**src/rtl/trace_pkg.sv**
```systemverilog
// trace_pkg: shared definitions for the TPIU-style trace transmitter.
//   SYNC_HI_WORD / SYNC_LO_WORD : the two halves of the 32-bit sync (ff ff ff 7f)
//   wsel_t                      : latched bus width (1, 2 or 4 bits per edge)
//   state_t                     : control FSM states (word currently on the bus)
//   decode_width / last_cycle   : width-pin decode and trace cycles per word - 1
package trace_pkg;

  localparam logic [15:0] SYNC_HI_WORD = 16'hffff;
  localparam logic [15:0] SYNC_LO_WORD = 16'h7fff;

  // Encodings of the width pins
  localparam logic [1:0] WIDTH_PIN_2BIT = 2'd2;
  localparam logic [1:0] WIDTH_PIN_4BIT = 2'd3;

  typedef enum logic [1:0] {
    W1 = 2'd0,
    W2 = 2'd1,
    W4 = 2'd2
  } wsel_t;

  typedef enum logic [1:0] {
    ST_SYNC_HI = 2'd0,
    ST_SYNC_LO = 2'd1,
    ST_DATA    = 2'd2
  } state_t;

  // Pins 0 and 1 both select the 1-bit bus
  function automatic wsel_t decode_width(input logic [1:0] width);
    case (width)
      WIDTH_PIN_4BIT: return W4;
      WIDTH_PIN_2BIT: return W2;
      default:        return W1;
    endcase
  endfunction

  // Trace cycles per word minus one: 16 bits / (2 * w)
  function automatic logic [2:0] last_cycle(input wsel_t w);
    case (w)
      W4:      return 3'd1;
      W2:      return 3'd3;
      default: return 3'd7;
    endcase
  endfunction

endpackage

```
**src/rtl/trace_tx_ser.sv**
```systemverilog
// trace_tx_ser: 16-bit DDR serialiser for the trace port.
//   clk, rst         : system clock, asynchronous active-low reset
//   tick             : one-cycle strobe on the clk edge that enters ph0
//   width            : width pins, sampled only when a new word is loaded
//   load_word        : next word, taken when word_done is high
//   word_done        : current word fully shifted out at this tick
//   douta, doutb     : data for the trace-clock rising / falling edge
module trace_tx_ser
  import trace_pkg::*;
(
  input  logic        clk,
  input  logic        rst,
  input  logic        tick,
  input  logic [1:0]  width,
  input  logic [15:0] load_word,
  output logic        word_done,
  output logic [3:0]  douta,
  output logic [3:0]  doutb
);

  logic [15:0] sr_reg;
  wsel_t       w_reg;
  logic [2:0]  cnt_reg;
  logic [3:0]  douta_reg;
  logic [3:0]  doutb_reg;

  logic [15:0] src;
  logic [15:0] shifted;
  wsel_t       cur_w;
  logic [3:0]  a_next;
  logic [3:0]  b_next;

  // A zero count at a tick means the previous word is finished (also true
  // straight out of reset, so the first tick loads the first sync word).
  assign word_done = tick && (cnt_reg == 3'd0);

  // A new word is serialised directly from load_word on its first trace
  // cycle, so there is no dead trace cycle between words.
  always_comb begin
    src     = word_done ? load_word : sr_reg;
    cur_w   = word_done ? decode_width(width) : w_reg;
    a_next  = 4'h0;
    b_next  = 4'h0;
    shifted = src;
    case (cur_w)
      W4: begin
        a_next  = src[3:0];
        b_next  = src[7:4];
        shifted = {8'h00, src[15:8]};
      end
      W2: begin
        a_next  = {2'b00, src[1:0]};
        b_next  = {2'b00, src[3:2]};
        shifted = {4'h0, src[15:4]};
      end
      default: begin
        a_next  = {3'b000, src[0]};
        b_next  = {3'b000, src[1]};
        shifted = {2'b00, src[15:2]};
      end
    endcase
  end

  always_ff @(posedge clk or negedge rst) begin
    if (!rst) begin
      sr_reg    <= 16'h0000;
      w_reg     <= W1;
      cnt_reg   <= 3'd0;
      douta_reg <= 4'h0;
      doutb_reg <= 4'h0;
    end else if (tick) begin
      douta_reg <= a_next;
      doutb_reg <= b_next;
      sr_reg    <= shifted;
      if (word_done) begin
        w_reg   <= cur_w;
        cnt_reg <= last_cycle(cur_w);
      end else begin
        cnt_reg <= cnt_reg - 3'd1;
      end
    end
  end

  assign douta = douta_reg;
  assign doutb = doutb_reg;

endmodule

```
**src/rtl/trace_tx.sv**
```systemverilog
// trace_tx: transmit side of a TPIU-style parallel trace port.
// Serialises 16-bit words (low byte first) onto a 1/2/4-bit DDR bus with a
// clk/4 trace clock, inserting the ff ff ff 7f sync after reset, on request,
// every SYNC_INTERVAL data words, and whenever there is nothing to send.
//   clk, rst        : system clock, asynchronous active-low reset
//   width           : 0,1 = 1 bit, 2 = 2 bit, 3 = 4 bit (latched per word)
//   PacketWd        : word to send
//   WdAvail/WdReady : upstream handshake, one-word holding register
//   syncReq         : pulse requesting a sync at the next word boundary
//   traceDouta/b    : data for trace-clock rising / falling edge
//   traceClkout     : generated trace clock
//   sending         : the word on the bus is data, not sync
module trace_tx
  import trace_pkg::*;
#(
  parameter int unsigned SYNC_INTERVAL = 64
) (
  input  logic        clk,
  input  logic        rst,
  input  logic [1:0]  width,
  input  logic [15:0] PacketWd,
  input  logic        WdAvail,
  output logic        WdReady,
  input  logic        syncReq,
  output logic [3:0]  traceDouta,
  output logic [3:0]  traceDoutb,
  output logic        traceClkout,
  output logic        sending
);

  localparam logic [15:0] INTERVAL = 16'(SYNC_INTERVAL);
  localparam bit          PERIODIC = (SYNC_INTERVAL != 0);

  state_t      state_reg, state_next;
  logic [1:0]  ph_reg;
  logic [1:0]  ph_next;
  logic        clk_out_reg;
  logic        primed_reg;
  logic        pending_reg, pending_next;
  logic [15:0] word_cnt_reg, word_cnt_next;
  logic        hold_full_reg, hold_full_next;
  logic [15:0] hold_data_reg;
  logic        ready_reg;
  logic        sending_reg;

  logic        tick;
  logic        word_done;
  logic [15:0] load_word;
  logic        start_sync;
  logic        sync_done;
  logic        take_hold;
  logic        xfer;
  logic [15:0] cnt_base;
  logic [15:0] cnt_inc;
  logic        interval_hit;

  assign ph_next = ph_reg + 2'd1;
  assign tick    = (ph_reg == 2'd3);
  assign xfer    = WdAvail && ready_reg;

  trace_tx_ser u_ser (
    .clk       (clk),
    .rst       (rst),
    .tick      (tick),
    .width     (width),
    .load_word (load_word),
    .word_done (word_done),
    .douta     (traceDouta),
    .doutb     (traceDoutb)
  );

  // Next-state / word selection. primed_reg distinguishes the reset-time
  // SYNC_HI (nothing on the bus yet) from a SYNC_HI word actually sent.
  always_comb begin
    state_next = state_reg;
    load_word  = SYNC_HI_WORD;
    start_sync = 1'b0;
    sync_done  = 1'b0;
    take_hold  = 1'b0;
    if (word_done) begin
      if (primed_reg && state_reg == ST_SYNC_HI) begin
        load_word  = SYNC_LO_WORD;
        state_next = ST_SYNC_LO;
      end else begin
        sync_done = primed_reg && (state_reg == ST_SYNC_LO);
        if (pending_reg) begin
          start_sync = 1'b1;
          state_next = ST_SYNC_HI;
        end else if (hold_full_reg) begin
          load_word  = hold_data_reg;
          take_hold  = 1'b1;
          state_next = ST_DATA;
        end else begin
          start_sync = 1'b1;
          state_next = ST_SYNC_HI;
        end
      end
    end
  end

  // Sync bookkeeping. A sync request seen while a sync pair is on the bus is
  // absorbed by it; clearing pending at sync start gives the same effect for
  // a request arriving on the very boundary that starts a sync.
  always_comb begin
    cnt_base      = sync_done ? 16'h0000 : word_cnt_reg;
    cnt_inc       = cnt_base + 16'h0001;
    word_cnt_next = take_hold ? cnt_inc : cnt_base;
    interval_hit  = PERIODIC && take_hold && (cnt_inc == INTERVAL);

    pending_next = pending_reg;
    if (start_sync) begin
      pending_next = 1'b0;
    end else if ((syncReq && state_reg == ST_DATA) || interval_hit) begin
      pending_next = 1'b1;
    end

    hold_full_next = hold_full_reg;
    if (xfer) begin
      hold_full_next = 1'b1;
    end else if (take_hold) begin
      hold_full_next = 1'b0;
    end
  end

  always_ff @(posedge clk or negedge rst) begin
    if (!rst) begin
      state_reg <= ST_SYNC_HI;
    end else begin
      state_reg <= state_next;
    end
  end

  always_ff @(posedge clk or negedge rst) begin
    if (!rst) begin
      ph_reg        <= 2'd0;
      clk_out_reg   <= 1'b0;
      primed_reg    <= 1'b0;
      pending_reg   <= 1'b1;
      word_cnt_reg  <= 16'h0000;
      hold_full_reg <= 1'b0;
      hold_data_reg <= 16'h0000;
      ready_reg     <= 1'b0;
      sending_reg   <= 1'b0;
    end else begin
      ph_reg        <= ph_next;
      // Registered so the trace clock is glitch-free: high in ph1 and ph2
      clk_out_reg   <= ph_next[0] ^ ph_next[1];
      pending_reg   <= pending_next;
      word_cnt_reg  <= word_cnt_next;
      hold_full_reg <= hold_full_next;
      ready_reg     <= !hold_full_next;
      if (xfer) begin
        hold_data_reg <= PacketWd;
      end
      if (word_done) begin
        primed_reg  <= 1'b1;
        sending_reg <= take_hold;
      end
    end
  end

  assign WdReady     = ready_reg;
  assign traceClkout = clk_out_reg;
  assign sending     = sending_reg;

endmodule

```
**config.mk**
```make
export PLATFORM = sky130hd
export DESIGN_NAME = trace_tx
export DESIGN_NICKNAME = d
export VERILOG_FILES = /design/src/rtl/trace_pkg.sv /design/src/rtl/trace_tx_ser.sv /design/src/rtl/trace_tx.sv
export SDC_FILE = /design/constraint.sdc
export NUM_CORES = 1
export LEC_CHECK = 0
export BUFFER_PORTS_ARGS = -buffer_cell sky130_fd_sc_hd__buf_2
export CORE_MARGIN = 3
export CORE_UTILIZATION = 45
export CTS_BUF_LIST = sky130_fd_sc_hd__clkbuf_4
export DETAILED_ROUTE_END_ITERATION = 16
export GPL_TIMING_DRIVEN = 0
export HOLD_SLACK_MARGIN = 0.03
export RECOVER_POWER = 100
export SYNTH_ARGS = -nofsm -noshare
export SYNTH_HDL_FRONTEND = slang
export SYNTH_SLANG_ARGS = --single-unit
```
**constraint.sdc**
```tcl
create_clock -name clk -period 6 [get_ports clk]
set_input_delay 1.2 -clock clk [delete_from_list [all_inputs] [get_ports clk]]
set_output_delay 1.2 -clock clk [all_outputs]
set_load 0.01 [all_outputs]
```
==> summary.md, run 1 <==
| Metric | Value |
|---|---|
| Outcome | `finished, violations left` |
| Failing checks | `max-capacitance violations, max-slew violations` |
| Drt pass-1 iters | `4` |
| Setup_tns | `0 ns` |
| Post-CTS Hold Buffers | `0` |
| Core area | `between 0.007 and 0.008 mm^2` |
| Number of DRC markers in iteration 0 | `between 100 and 150` |
| Largest fanout on the critical path | `69` |
| Clock root buffer | `clkbuf_4` |
| Synthesized area | `0.00358 mm^2` |
| Detail Route Antenna Nets | `0` |
| Avg Inst Size Synth | `9.94 um^2` |
| Initial antenna violation count | `0` |
| Int Pwr | `884 uW` |
| Sw Ratio | `33.1%` |
| Post-CTS sizing | `0` |
| Peak supply drop | `about 180 uV` |
| Post-CTS Setup Bufs | `0` |
| Bufs and invs on worst path | `1` |
| Flops & latches, synth | `69` |
| Die Ht | `between 90 and 100 um` |
| Count of final hold-check violations | `0` |
| Worst slew pin tran | `about 3.7 ns` |
| Initial core utilization | `between 40% and 50%` |
| Layout cell share with drive strength beyond 1 | `15.0%` |
| Residual DRC | `0` |
| Number of global-route vias before repair | `2731` |
| Synth-to-Final Area Change | `9.86%` |
| Synth async-reset ratio | `100%` |
| R2R Path Start | `ph_reg[0]$_DFF_PN0_` |
| GRT Overall Usage | `19.9%` |
| Ports | `33` |
| CTS clk-pin slew, worst paths | `0.12 ns` |
| Seq/Total Area, Yosys | `48.3%` |
| Slowest-stage cell, CP | `clkbuf_1` |
| Required @ worst endpoint | `between 5 and 6 ns` |
| HP Start | `ph_reg[0]$_DFF_PN0_` |
| CTS buffer count | `9` |
| Leakage power | `around 0.0018 uW` |
| EDFF count, synth | `0` |
| Global route overflow | `0` |
| Switching pwr | `~440 uW` |
| Final setup viols | `0` |
| Distinct cell type count after synthesis | `57` |
| Delay-heaviest family, CP | `buffers and inverters` |
| Final net count | `about 430` |
| Seq pwr share | `48.8%` |
| CP max stage delay | `2.53 ns` |
| TritonCTS clock tree | `yes` |
| Final Core Density | `52.5%` |
| Logic pwr share | `27.3%` |
| Crit path DAT | `3.78 ns` |
| Syn_nets | `389` |
| First-pass GRT wire length | `13700 um` |
| Post-synth top flop | `dfrtp_1` |
| WHS | `0.473 ns` |
| Mapped Cells | `360` |
| Clock sinks | `69` |
| Avg WL per Cell | `16.2 um` |
| Max cap viols | `1` |
| Final period util | `around 68%` |
| # diodes | `0` |
| Rel. slew slack | `-144%` |
| Vias | `roughly 2800` |
| FP Rows | `31` |
| Final WL | `8190 um` |
| Post-Route Skew | `0.0188 ns` |
| Htree depth | `3` |
| Min Tclk post-route | `about 4.1 ns` |
| Setup crit end kind | `asynchronous set/reset pin` |
| Pwr/cell area | `336 mW/mm^2` |
| Largest net degree at the start of global routing | `70` |
| Latest clock arrival within the worst-skew pair | `0.43 ns` |
| Clock Tree Buf Depth | `2` |
| Achievable frequency | `0.246 GHz` |
| Hpwl dp | `5730 um` |
| Min-Delay Path Class | `reg2reg` |
| CP Cell Sequence | `clkbuf_1` |
| Nature of the critical path startpoint | `primary input` |
| Port bufs | `32` |
| Via density | `between 5 and 6` |
| YS warnings | `0` |
| Die area | `0.00906 mm^2` |
| Clk pwr share | `23.9%` |
| Routability cong. | `roughly 0.86` |
| Final Slew Violations | `70` |
| Worst setup path startpoint | `rst` |
| RSZ-0062 raised after global routing | `no` |
| Kind of critical path | `in2async` |
| Die Wd | `95.2 um` |
routing by layer:
layer  up-vias  track usage, %  share of wire [%]
li1       1361               -                  -
met1      1311            28.0                 48
met2        71            29.9                 45
met3        12            4.74                5.2
met4         0            7.45                1.7
met5         -               0                  0
synth_stat cells, drive strengths merged, types with 4 or more instances:
master	count	area share (%)
o22a	10	2.4
nand3b	4	1.2
xor2	10	2.4
a211oi	4	0.84
nor3	7	1.7
xnor2	5	1.2
mux2	19	6.0
clkbuf	16	1.7
ha	7	2.4
nor2b	6	1.0
a21o	9	1.9
nand3	12	1.8
nand2	30	3.1
o21ai	17	2.4
or3	5	0.87
a21oi	21	2.9
nor2	35	3.7
dfrtp	68	48
nand4	6	1.2
a22oi	12	2.5
buf	5	0.73
inv	17	1.8
power by group through the flow:
stage                     clock (uW)  sequential (uW)  combinational, uW
after CTS                        330              645                374
after detailed placement           0              655                370
final                            317              645                361
after global routing             352              659                406
after global placement             0              651                365
after floorplan                    0              640                277
worst paths after layout:
path                                                     to  slack (ns)  cells past startpoint
worst max-delay path              word_cnt_reg[9]$_DFF_PN0_        1.94                      1
worst min-delay path                    ph_reg[0]$_DFF_PN0_        0.47                      1
worst max register to register  u_ser.sr_reg[2]$_DFFE_PN0N_        2.03                     15
worst min register to register          ph_reg[0]$_DFF_PN0_        0.47                      1
max in group clk                u_ser.sr_reg[2]$_DFFE_PN0N_        2.03                     15
min in group asynchronous         word_cnt_reg[5]$_DFF_PN0_        2.01                      1
kinds of logic (layout without fill, tap and decap cells):
kind of cell / after synthesis / after routing / share of synthesized area (%)
simple gates: 125 / 125 / 19.2
xor+xnor: 15 / 15 / 3.67
mux: 20 / 20 / 6.26
buf+inv: 38 / 86 / 4.26
fa+ha+maj: 7 / 7 / 2.45
flops: 69 / 69 / 48.3
compound gates: 86 / 86 / 15.9
through the flow:
stage | worst slack [ns] | cells | total power (uW) | instance area (um^2)
6_report | 1.94 | 507 | 1320 | 3930
5_1_grt | 1.19 | 507 | 1420 | 3930
4_1_cts | 2.40 | 507 | 1350 | 4010
3_5_place_dp | 2.43 | 491 | 1030 | 3870
3_3_place_gp | 2.49 | 491 | 1020 | 3860
2_1_floorplan | 3.05 | 360 | 917 | 3580
layout by cell type, fill, tap and decap left out, drive strengths merged, types with 9 or more instances in the layout:
cell / instances
a21o: 9
nand3: 12
nor2: 35
clkbuf: 43
mux2: 19
o22a: 10
xor2: 10
inv: 19
o21ai: 17
nand2: 30
dfrtp: 68
a21oi: 21
a22oi: 12
buf: 20
layout make-up:
type                    instances  area, um^2
fillers                       723        3550
flip-flops and latches         69        1730
multi-input cells             253        1640
repair buffers                 32         145
well taps                      99         124
plain buffers                  21        81.3
clock buffers                  10        75.1
clock inverters                 6        71.3
inverters                      17        63.8
(Power assumes the default switching activity.)
==> run 2: changes to the inputs <==
--- a/config.mk
+++ b/config.mk
@@ -12,6 +12,7 @@
 export DETAILED_ROUTE_END_ITERATION = 16
 export GPL_TIMING_DRIVEN = 0
 export HOLD_SLACK_MARGIN = 0.03
+export PLACE_DENSITY = 0.66
 export RECOVER_POWER = 100
 export SYNTH_ARGS = -nofsm -noshare
 export SYNTH_HDL_FRONTEND = slang
==> constraint.sdc (replaced) <==
create_clock -name clk -period 3.3 [get_ports clk]
set_input_delay 0.66 -clock clk [delete_from_list [all_inputs] [get_ports clk]]
set_output_delay 0.66 -clock clk [all_outputs]
set_load 0.01 [all_outputs]
==> summary.md, run 2 (synthesis results as in run 1) <==
| Metric | Value |
|---|---|
| Htree depth | `3 (unchanged)` |
| Peak supply drop | `347 uV (+90%)` |
| RSZ-0062 raised after global routing | `no` |
| Final net count | `430 (-0.46%)` |
| Failing checks | `max-capacitance violations, max-slew violations` |
| Residual DRC | `0 (unchanged)` |
| Ports | `33 (unchanged)` |
| Placed inst area | `0.00387 mm^2 (unchanged)` |
| Required @ worst endpoint | `3.64 ns (-2.08 ns)` |
| Global route overflow | `0 (unchanged)` |
| Synth-to-Final Area Change | `11.8%` |
| Number of global-route vias before repair | `2753 (+0.81%)` |
| Slowest-stage cell, CP | `or4_4` |
| TritonCTS clock tree | `yes` |
| Met2 Track Usage GR | `29.6% (-0.35 points)` |
| Die Wd | `95.2 um (unchanged)` |
| Sequential standard cell area | `0.00173 mm^2 (unchanged)` |
| Latest clock arrival within the worst-skew pair | `0.41 ns (-0.02 ns)` |
| Max cap viols | `1 (unchanged)` |
| Most frequent cells in the layout | `68 x dfrtp_1, 34 x nor2_1, 29 x nand2_1` |
| Min Tclk post-route | `3.07 ns` |
| Non-Filler Instances | `505 (-0.39%)` |
| Worst slew pin tran | `1.71 ns (-1.95 ns)` |
| Met1 GRT Util | `26.8% (-1.3 points)` |
| Min-Delay Path Class | `in2reg` |
| Avg WL per Cell | `15.7 um (-2.6%)` |
| Final WL | `7950 um (-3.0%)` |
| Clock sinks | `69 (unchanged)` |
| Filler cells | `720 (-0.41%)` |
| FP Rows | `31 (unchanged)` |
| Clock Tree Buf Depth | `2 (unchanged)` |
| Initial core utilization | `47.8% (unchanged)` |
| First-pass GRT wire length | `13400 um (-2.4%)` |
| Dpl ws | `-0.257 ns (-2.69 ns)` |
| Pwr/cell area | `620 mW/mm^2 (+84%)` |
| Post-CTS Hold Buffers | `0 (unchanged)` |
| Detail Route Antenna Nets | `0 (unchanged)` |
| Final period util | `between 90% and 100%` |
| Nature of the critical path startpoint | `flip-flop` |
| Core area | `0.00749 mm^2 (unchanged)` |
| Commonest non-fill, non-tap cell in the layout | `dfrtp_1` |
| Hpwl dp | `5500 um (-3.9%)` |
| Count of final hold-check violations | `0 (unchanged)` |
| Setup crit end kind | `flip-flop` |
| # diodes | `0 (unchanged)` |
| Multi-input logic area | `0.00169 mm^2 (+2.5%)` |
| Via density | `5.54 (+2.0%)` |
| Die area | `0.00906 mm^2 (unchanged)` |
| CP Cell Sequence | `ha_1, buf_4, and3b_2, nand2_2, and2_1, ha_2, nand3_2, or4_4, nor3_4, mux2i_1, o31ai_2, a2bb2oi_1` |
| Placed Cells | `491 (unchanged)` |
| Leakage power | `0.00187 uW (+4.0%)` |
| GRT Overall Usage | `19.2% (-0.78 points)` |
| GR peak layer | `met2` |
| Final setup viols | `0 (unchanged)` |
| Number of DRC markers in iteration 0 | `126 (-2.3%)` |
| Clock root buffer | `clkbuf_4` |
| Final Instance Area | `0.00400 mm^2 (+1.8%)` |
| Vias | `2798 (+1.6%)` |
| Final Slew Violations | `70 (unchanged)` |
| Layout cell share with drive strength beyond 1 | `18.5% (+3.5 points)` |
| Post-Route Skew | `0.0165 ns (-0.00230 ns)` |
| Achievable frequency | `0.326 GHz` |
| Drt pass-1 iters | `6 (+2)` |
| Kind of critical path | `reg2reg` |
| Port bufs | `32 (unchanged)` |
| CP max stage delay | `0.60 ns (-1.93 ns)` |
| Routability cong. | `0.860 (-0.49%)` |
| Initial antenna violation count | `0 (unchanged)` |
| Largest net degree at the start of global routing | `70 (unchanged)` |
| Rel. slew slack | `-13.7% (+130 points)` |
| CTS clk-pin slew, worst paths | `0.12 ns (about the same)` |
| Die Ht | `95.2 um (unchanged)` |
| CTS buffer count | `9 (unchanged)` |
| Outcome | `finished, violations left` |
| Largest fanout on the critical path | `10 (-86%)` |
| Crit path DAT | `3.41 ns (-0.37 ns)` |
| Met3 Usage GRT | `4.66% (-0.079 points)` |
| Final setup margin | `0.232 ns (-1.71 ns)` |
==> run 2: cell count changes in the layout (fill, tap and decap cells not counted), moves of 2 or more <==
cell	change
buf_4	+2
clkbuf_1	-8
clkbuf_2	+3
clkbuf_4	+2
inv_6	-2
==> run 2: stage by stage <==
step	hold slack, ns	total power (uW)	utilization [%]	TNS [ns]
after detailed placement	0.460	1860	51.6	-2.64
after global placement	0.448	1840	51.6	-1.72
after floorplan	0.364	1670	-	0
after CTS	0.367	2510	54.0	0
after global routing	0.433	2640	53.5	0
final	0.471	2480	53.5	0
==> run 2: report_power, final <==
| group | internal [uW] | switching (uW) | leakage (uW) |
|---|---|---|---|
| Clock | 327 | 307 | 0.0000873 |
| Sequential | 1050 | 122 | 0.000903 |
| Combinational | 320 | 354 | 0.000880 |
==> run 2: worst paths after layout <==
path | to | depth (start not counted) | startpoint | slack [ns]
setup / recovery | pending_reg$_DFFE_PN1P_ | 12 | ph_reg[0]$_DFF_PN0_ | 0.23
hold / removal | hold_data_reg[3]$_DFFE_PN0P_ | 2 | PacketWd[3] | 0.47
setup reg to reg | pending_reg$_DFFE_PN1P_ | 12 | ph_reg[0]$_DFF_PN0_ | 0.23
hold reg to reg | u_ser.w_reg[1]$_DFFE_PN0P_ | 2 | u_ser.w_reg[1]$_DFFE_PN0P_ | 0.47
max in group asynchronous | word_cnt_reg[7]$_DFF_PN0_ | 1 | rst | 1.61
min in group asynchronous | ph_reg[1]$_DFF_PN0_ | 1 | rst | 0.68
==> run 2: routing by layer <==
metal / up-vias / wire length (um)
met4: 0 / 104
met2: 74 / 3690
li1: 1359 / -
met3: 9 / 464
met5: - / 0
met1: 1356 / 3690
==> run 2: cell type report <==
class                      count  share of cell area (%)
sequential                    69                    43.2
multi-input combinational    253                    42.1
timing repair buffer          33                    3.84
tap                           99                    3.09
clock inverter                 5                    2.13
clock buffer                  11                    2.06
buffer                        18                    2.00
inverter                      17                    1.59
==> run 2: worst max-delay path, delay by kind of cell (launching register included) <==
family | cells | cell delay [ns]
AO/OA/AOI/OAI | 2 | 0.26
adder cells (fa/ha/maj) | 2 | 0.47
buffers and inverters | 1 | 0.17
flip-flops | 1 | 0.42
multiplexers | 1 | 0.23
AND/OR/NAND/NOR | 6 | 1.45
==> run 2: what timing repair did <==
| action | CTS | global route |
|---|---|---|
| pin swaps | 0 | 1 |
| setup endpoints to repair | 20 | 20 |
| buffers inserted | 0 | 1 |
| resized for setup | 5 | 3 |
